$ cat config.mk
export PLATFORM = sky130hd
export DESIGN_NAME = seq_divider
export DESIGN_NICKNAME = d
export VERILOG_FILES = /design/src/rtl/seq_divider.sv
export SDC_FILE = /design/constraint.sdc
export NUM_CORES = 1
export LEC_CHECK = 0
export BUFFER_PORTS_ARGS = -buffer_cell sky130_fd_sc_hd__buf_2
export CORE_ASPECT_RATIO = 1.5
export CORE_MARGIN = 2
export CORE_UTILIZATION = 32
export CTS_CLUSTER_SIZE = 24
export DETAILED_ROUTE_END_ITERATION = 6
export GPL_ROUTABILITY_DRIVEN = 0
export SLEW_MARGIN = 20
export SYNTH_ARGS = -nofsm -noshare
export SYNTH_HDL_FRONTEND = slang
export SYNTH_SLANG_ARGS = --single-unit
$ cat constraint.sdc
create_clock -name clk -period 2.8 [get_ports clk]
set_input_delay 0.14 -clock clk [delete_from_list [all_inputs] [get_ports clk]]
set_output_delay 0.14 -clock clk [all_outputs]
set_load 0.02 [all_outputs]
$ cat src/rtl/seq_divider.sv
// seq_divider: unsigned restoring divider, one quotient bit per clock, MSB first.
module seq_divider #(
  parameter int WIDTH_N = 16,
  parameter int WIDTH_D = 8,
  parameter int CNT_W   = 5
) (
  input  logic               clk,
  input  logic               reset,
  input  logic               start,
  input  logic [WIDTH_N-1:0] in_N,
  input  logic [WIDTH_D-1:0] in_D,
  output logic [WIDTH_N-1:0] quot,
  output logic [WIDTH_D-1:0] rem,
  output logic               busy,
  output logic               done,
  output logic               div_zero
);
  typedef enum logic [1:0] {IDLE, CALC, DONE} state_t;
  state_t state, state_nx;
  logic [CNT_W-1:0] cnt;
  logic [WIDTH_D-1:0] pr, pr_nx, d;
  logic [WIDTH_D:0] pr_sh;
  logic [WIDTH_N-1:0] n, q, q_nx;
  logic ge, last;
  assign busy = state != IDLE;
  assign done = state == DONE;
  always_comb begin
    pr_sh = {pr, n[WIDTH_N-1]};
    ge = pr_sh >= {1'b0, d};
    pr_nx = ge ? WIDTH_D'(pr_sh - {1'b0, d}) : pr_sh[WIDTH_D-1:0];
    q_nx = {q[WIDTH_N-2:0], ge};
    // a zero divisor finishes after a single CALC cycle
    last = d == '0 || cnt == CNT_W'(WIDTH_N - 1);
    state_nx = state;
    unique case (state)
      IDLE: state_nx = start ? CALC : IDLE;
      CALC: state_nx = last ? DONE : CALC;
      default: state_nx = IDLE;
    endcase
  end
  always_ff @(posedge clk or posedge reset) begin
    if (reset) begin
      state <= IDLE;
      cnt <= '0;
      pr <= '0;
      n <= '0;
      d <= '0;
      q <= '0;
      quot <= '0;
      rem <= '0;
      div_zero <= 1'b0;
    end else begin
      state <= state_nx;
      unique case (state)
        IDLE: if (start) begin
          n <= in_N;
          d <= in_D;
          pr <= '0;
          q <= '0;
          cnt <= '0;
        end
        CALC: begin
          n <= n << 1;
          pr <= pr_nx;
          q <= q_nx;
          cnt <= cnt + CNT_W'(1);
          if (d == '0) begin
            quot <= '1;
            rem <= d;
            div_zero <= 1'b1;
          end else if (last) begin
            quot <= q_nx;
            rem <= pr_nx;
            div_zero <= 1'b0;
          end
        end
        default: ;
      endcase
    end
  end
endmodule
[Word level (Yosys, flattened, before mapping)]
Index checks and enable logic that the tools add are counted.
Cells by class
  muxes and demuxes: 18
  reductions and logical operators: 9
  add/sub/neg operators: 2
  equality and inequality tests: 4
  order comparisons: 1
Operators with widths (number)
  $mux 16: 3
  $mux 8: 4
  $pmux 16 s2: 1
  $pmux 15 s2: 1
  $pmux 8 s2: 1
  $mux 15: 1
  $pmux 5 s2: 1
  $ge 9x8->1: 1
  $logic_not 8->1: 1
  $sub 8x8->8: 1
  $reduce_and 2->1: 3
  $reduce_bool 2->1: 3
  $add 5x1->5 const B: 1
  $eq 5x4->1 const B: 1
  $mux 5: 1
  $pmux 2 s2: 1
  $mux 1: 3
  $eq 2x1->1 const B: 1
  $eq 2x2->1 const B: 1
  $logic_not 2->1: 1
  $mux 2: 1
  $ne 2x2->1 const B: 1
  $logic_or 1x1->1: 1
Storage, ports and cells
  bits of input ports: 27
  flip-flop bits (word level): 79
  output and inout bits: 27

[Logic depth before layout (Yosys ltp)]
Gate-level depths: netlist of run 1.
  word-level depth: 4
  gate-level depth with buffers: 9

[Worst setup path after synthesis of run 1]
Ideal clock, no wire load.
  kind: flip-flop to flip-flop
  from: register pr[5]
  to: register pr[0]
  stages on the path, launching flop included: 8
  arrival: 1773 ps
  data required time: 2724 ps
  path slack: 950 ps
  path buffers: 1
  clock period less this slack: 1850 ps
  library setup time: 76 ps
  path through: dfrtp_1 > ha_1 > buf_6 > a21oi_4 > o221ai_2 > a21oi_2 > mux2_4 > o21ai_1
Between the ends
  longest elaborated chain between the ends: 3
Ends and longest elaborated chain
  from (decl): line 21  | logic [WIDTH_D-1:0] pr, pr_nx, d;
  from (signal assigned): line 64  | pr <= pr_nx;
  $ge 9x8->1: line 29  | ge = pr_sh >= {1'b0, d};
  $mux 8: line 30  | pr_nx = ge ? WIDTH_D'(pr_sh - {1'b0, d}) : pr_sh[WIDTH_D-1:0];
  $pmux 8 s2: line 54  | unique case (state)
Every way passes these cells.
A chain may end at the register's enable or synchronous reset.

[Worst setup path after layout of run 1]
  from: register cnt[0]
  to: register quot[14]
Between the ends
  longest elaborated chain between the ends: 4
Ends and longest elaborated chain
  from (decl): line 20  | logic [CNT_W-1:0] cnt;
  from (signal assigned): line 66  | cnt <= cnt + CNT_W'(1);
  $eq 5x4->1: line 33  | last = d == '0 || cnt == CNT_W'(WIDTH_N - 1);
  $logic_or 1x1->1: line 33
  $reduce_bool 2->1 (no source line)
  $reduce_and 2->1 (no source line)
  to (signal assigned): line 72  | quot <= q_nx;
  to (decl): line 12  | output logic [WIDTH_N-1:0] quot,
Every way passes these cells.

==> results of run 1 <==
==> worst paths after layout <==
path | slack (ps) | startpoint | end
setup / recovery | 550 | cnt[0]$_DFFE_PP0P_ | quot[14]$_DFFE_PP0P_
hold / removal | 8 | in_D[3] | d[3]$_DFFE_PP0P_
setup reg to reg | 550 | cnt[0]$_DFFE_PP0P_ | quot[14]$_DFFE_PP0P_
hold reg to reg | 470 | rem[4]$_DFFE_PP0P_ | rem[4]$_DFFE_PP0P_
max in group asynchronous | 1670 | reset | pr[5]$_DFFE_PP0P_
min in group asynchronous | 430 | reset | n[9]$_DFFE_PP0P_
==> stage by stage <==
step           hold WS, ps  std cells
6_report              7.85        569
5_1_grt               24.1        569
3_3_place_gp           256        551
3_5_place_dp           270        551
4_1_cts               1.94        569
2_1_floorplan          245        364
==> area by class of cell <==
class	instances	area share, %
tap	150	4.19
inverter	18	1.53
clock buffer	9	5.02
clock inverter	7	1.76
multi-input combinational	244	35.6
timing repair buffer	62	7.81
sequential	79	44.1
==> metal layers <==
layer | vias to the layer above | track usage [%] | wire length (um)
li1 | 1402 | - | -
met1 | 1440 | 19.0 | 3830
met2 | 62 | 25.3 | 4630
met3 | 15 | 3.30 | 399
met4 | 0 | 6.97 | 228
met5 | - | 0 | 0
==> tightest hold or removal path: cells and delay by family <==
family / cells / cell delay [ps]
buffers and inverters: 1 / 80
AOI/OAI and AO/OA: 1 / 50
and+or+nand+nor: 1 / 30
==> power breakdown <==
group	internal [mW]	total (mW)	switching [mW]	leakage (nW)
logic	1.17	2.94	1.76	0.900
clock network	0.702	1.21	0.505	0.144
registers	1.67	2.09	0.414	0.978
==> cells by family (layout without fill, tap and decap cells) <==
| group | after synthesis | in the layout | synth area share [%] |
|---|---|---|---|
| AO/OA/AOI/OAI | 127 | 127 | 23.0 |
| AND/OR/NAND/NOR | 98 | 98 | 13.3 |
| flip-flops | 79 | 79 | 52.6 |
| buffers and inverters | 41 | 96 | 5.02 |
| adder cells (fa/ha/maj) | 11 | 11 | 3.86 |
| multiplexers | 5 | 5 | 1.46 |
| XOR/XNOR | 3 | 3 | 0.699 |
==> state kept, by name, summed over array words and instances (netlist names) <==
name      flops
q            15
pr            8
rem           8
quot         16
state         2
cnt           5
n            16
d             8
div_zero      1
==> cells in the final DEF, fill, tap and decap left out, types with 2 or more instances in the layout <==
cell type / instances
nand2b_1: 4
mux2i_1: 4
o21ai_1: 4
xor2_1: 2
buf_4: 6
a22oi_1: 15
inv_1: 16
clkinv_2: 2
clkinvlp_4: 2
o21ai_0: 39
nor4_2: 2
a21o_1: 2
a21oi_4: 2
dlygate4sd3_1: 2
ha_1: 10
nor2b_1: 18
nand2_1: 36
nor2_1: 10
clkbuf_16: 9
a22o_1: 16
o22a_1: 10
a21oi_2: 2
nand3_1: 16
o31ai_1: 3
a31oi_1: 2
a21oi_1: 21
buf_2: 53
inv_6: 2
dfrtp_1: 79
and3_1: 2
==> flow_summary_export.csv, run 1 <==
group,metric,value,unit
global_route,grt-ovfl-total,0,
route,firstDrtPassIters,4,
layout,utilization,39.1,%
timing,tns,0,ps
synthesis,synthTopCellsByArea,"dfrtp_1 53%, o21ai_0 5.2%, a22o_1 3.7%",
synthesis,yosysWarningCount,0,
critical_path,slowest_delay,430,ps
critical_path,cp.arrival,2470,ps
synthesis,yosys_register_bits,79,
pwr,p_total,6.23,mW
timing,max_freq,445,MHz
timing,finalHoldViolations,0,
timing,rsz0062_at_grt,"no",
critical_path,critPathMaxFanout,17,
timing,period_minus_slack,2250,ps
synthesis,async_flop_share,100,%
global_route,track_usage,15.3,%
floorplanning,core_area,11500,um^2
route,vias,2919,
layout,antenna_cells,0,
global_route,grt_pass1_vias,2902,
clock_tree,cts_tree,"done",
timing,finalWorstSetupSlack,551,ps
critical_path,worst_path_max_delay_cell,"a21o_1",
global_route,grt_pass1_wl,15000,um
timing,finClkSkew,5.91,ps
layout,fill_cells,1150,
timing,tightest_slew,627,ps
critical_path,cp_num_cells,7,
critical_path,path_class,"reg -> reg",
place,place_area,4160,um^2
synthesis,synth_top_cell_by_area,"dfrtp_1",
critical_path,reg2reg_depth,7,
synthesis,avgSynthCellArea,10.3,um^2
floorplanning,die_w,92.5,um
layout,fin_area,4480,um^2
route,wire_per_inst,16.0,um
clock_tree,insertion_delay,340,ps
synthesis,synth_area,3760,um^2
route,vias_per_cell,5.13,
floorplanning,initial_core_util,32.8,%
route,antenna_left,0,
clock_tree,clock_path_buffers,2,
global_route,grt_max_degree,56,
timing,relSlewSlack,58.1,%
worst_hold_path,hold_class,"in -> reg",
global_route,antenna_found_initial,0,
floorplanning,dieArea,12700,um^2
floorplanning,ioPinCount,54,
synthesis,synth_nets,402,
clock_tree,cts_resized,0,
layout,multi_input_area,1600,um^2
critical_path,crit_family,"compound AO/OA/AOI/OAI gates",
critical_path,crit_chain,"ha_1 -> and3_1 -> ha_1 -> inv_1 -> a21o_1 -> clkinv_2 -> o22a_1",
pwr,vdd_drop_max,0.504,mV
clock_tree,postCtsHoldBufs,2,
floorplanning,die_h,137,um
clock_tree,postCtsSetupBuffers,0,
place,dpl.hpwl,6310,um
clock_tree,cts_sinks,79,
synthesis,synthFlopType,"dfrtp_1",
clock_tree,cts_htree_levels,3,
synthesis,ys_top_cells_by_count,"79 x dfrtp_1, 39 x o21ai_0, 36 x nand2_1, 21 x a21oi_1, 19 x nor2b_1",
place,pre_cts_ws,509,ps
clock_tree,clk_pin_slew,60,ps
timing,final-max-slew-violation-count,0,
synthesis,synth_edf_count,0,
critical_path,path_buf_inv,2,
pwr,power.leakage,2.02,nW
critical_path,required,3020,ps
clock_tree,cts-root-buf,"clkbuf_16",
critical_path,crit_path_frequent_cell,"ha_1",
synthesis,synth.most_common_cell,"dfrtp_1",
clock_tree,cts_inserted_buffers,9,
floorplanning,rows,48,
synthesis,synth_cells,364,
critical_path,startpoint_type,"flip-flop",
critical_path,cp-end-kind,"flip-flop",
worst_hold_path,hold_depth,3,
place,port_buffers,53,
synthesis,synth_top_area_share,52.6,%
timing,setup_viol,0,
outcome,status,"finished, final reports clean",
layout,seqCellArea,1980,um^2
layout,drive_above_1_share,22.0,%
route,drt_wl_total,9090,um
layout,area_growth,19.3,%
synthesis,synth.distinct_cells,51,
timing,period_share,80.3,%
synthesis,ys_seq_area_share,52.6,%
route,drc,0,
layout,num-nets-final,452,
route,first_iter_violations,218,
pwr,pwr_density_cell,1390,nW/um^2
job,cap_violations,0,
No activity file was read; power rests on OpenSTA's default activity.
==> run 2: changes to the inputs <==
==> constraint.sdc (replaced) <==
create_clock -name clk -period 1.8 [get_ports clk]
set_input_delay 0.09 -clock clk [delete_from_list [all_inputs] [get_ports clk]]
set_output_delay 0.09 -clock clk [all_outputs]
set_load 0.02 [all_outputs]
==> flow_summary_export.csv, run 2 (same netlist as run 1, synthesis figures left out) <==
group,metric,value,unit
place,dpl.hpwl,6550,um
route,drt_wl_total,10300,um
timing,period_minus_slack,1910,ps
layout,multi_input_area,1890,um^2
place,port_buffers,53,
pwr,pwr_density_cell,2330,nW/um^2
layout,fill_cells,1076,
critical_path,critPathMaxFanout,4,
timing,tightest_slew,512,ps
route,firstDrtPassIters,4,
route,drc,0,
timing,finClkSkew,10.1,ps
clock_tree,cts-root-buf,"clkbuf_16",
route,first_iter_violations,142,
timing,rsz0062_at_grt,"yes",
clock_tree,cts_inserted_buffers,9,
floorplanning,rows,48,
timing,finalWorstSetupSlack,-109,ps
pwr,vdd_drop_max,0.936,mV
place,dp_cells,583,
layout,area_growth,40.8,%
clock_tree,cts_htree_levels,3,
clock_tree,cts_sinks,79,
job,cap_violations,0,
route,vias_per_cell,5.15,
floorplanning,initial_core_util,32.8,%
timing,finalHoldViolations,0,
global_route,grt_max_degree,80,
layout,final_cell_mix,"76 x dfrtp_1, 55 x buf_4, 53 x buf_2, 35 x nand2_1, 28 x o21ai_0",
clock_tree,clock_path_buffers,2,
timing,worst_hold_slack,25.9,ps
timing,final-max-slew-violation-count,0,
route,wire_per_inst,16.3,um
critical_path,startpoint_type,"flip-flop",
critical_path,cp-end-kind,"flip-flop",
timing,max_freq,524,MHz
route,vias,3249,
global_route,track_usage,16.6,%
layout,layout.cells.non_filler,631,
layout,num-nets-final,514,
global_route,grt_pass1_wl,16400,um
worst_hold_path,hold_class,"in -> reg",
layout,seqCellArea,1980,um^2
timing,tns,-662,ps
floorplanning,die_h,137,um
critical_path,required,2020,ps
layout,largest_registers,"n x16, quot x16, q x15",
critical_path,cp.arrival,2130,ps
timing,relSlewSlack,65.9,%
timing,period_share,106,%
outcome,status,"finished with violations",
clock_tree,clk_pin_slew,70,ps
clock_tree,insertion_delay,340,ps
floorplanning,ioPinCount,54,
route,antenna_left,0,
timing,setup_viol,13,
layout,antenna_cells,0,
global_route,grt_pass1_vias,3312,
worst_hold_path,hold_depth,3,
floorplanning,core_area,11500,um^2
critical_path,path_class,"reg -> reg",
layout,drive_above_1_share,40.1,%
floorplanning,die_w,92.5,um
layout,final_common_cell,"dfrtp_1",
pwr,power.leakage,2.35,nW
global_route,antenna_found_initial,0,
clock_tree,cts_tree,"done",
outcome,violations,"setup timing",
critical_path,reg2reg_depth,10,
critical_path,reg2reg_setup_slack,-110,ps
global_route,grt-ovfl-total,0,
floorplanning,dieArea,12700,um^2
[run 2: cell types whose count changed in the layout (fill, tap and decap cells not counted), sizes merged]
cell | before | now
clkinv | 2 | 1
inv | 20 | 22
dlygate4sd3 | 2 | 9
buf | 60 | 114
[run 2: path summary, 6_finish.rpt]
path                                          from            endpoint
worst min register to register  rem[6]$_DFFE_PP0P_  rem[6]$_DFFE_PP0P_
max in group asynchronous                    reset   pr[2]$_DFFE_PP0P_
worst max-delay path             pr[3]$_DFFE_PP0P_  rem[5]$_DFFE_PP0P_
worst min-delay path                       in_D[1]    d[1]$_DFFE_PP0P_
min in group asynchronous                    reset    n[5]$_DFFE_PP0P_
worst max register to register   pr[3]$_DFFE_PP0P_  rem[5]$_DFFE_PP0P_
[run 2: layout make-up]
class / count / area share [%]
clock inverter: 7 / 1.63
sequential: 79 / 37.4
timing repair inverter: 1 / 0.118
clock buffer: 9 / 4.25
timing repair buffer: 123 / 16.0
inverter: 18 / 1.44
tap: 150 / 3.55
multi-input combinational: 244 / 35.6
[run 2: metrics by stage]
step / utilization (%) / power, mW / setup slack [ps] / area, um^2
after floorplan: - / 6.69 / -18.0 / 3780
after global placement: 38.5 / 8.44 / -149 / 4420
after detailed placement: 38.5 / 8.56 / -256 / 4420
after CTS: 43.7 / 11.2 / -51.1 / 5010
after global routing: 46.1 / 13.2 / -179 / 5290
final: 46.1 / 12.4 / -109 / 5290
[run 2: layer usage]
metal / share of wire [%] / global-route usage, % / vias up
li1: - / - / 1531
met1: 40 / 20.0 / 1600
met2: 52 / 28.1 / 89
met3: 3.9 / 3.03 / 29
met4: 4.1 / 9.04 / 0
met5: 0 / 0 / -
[run 2: report_power, final]
part,switching [mW],total [mW],internal (mW)
Combinational,3.74,7.23,3.49
Sequential,0.606,3.22,2.61
Clock,0.800,1.91,1.11
[run 2: timing repair]
item	CTS	global route
gates cloned	1	0
resized for setup	36	40
setup buffers	8	14
pin swaps	21	25
hold endpoints to repair	87	0
endpoints found under the setup margin	32	34
hold buffers	9	0
[run 2: worst max-delay path: stages (launching register included)]
cell	delay [ps]
dfrtp_1	440
ha_4	320
buf_6	100
nand2_4	70
nor2_2	130
buf_4	140
a21oi_4	70
buf_4	140
buf_4	130
a32oi_1	170
o21ai_1	80
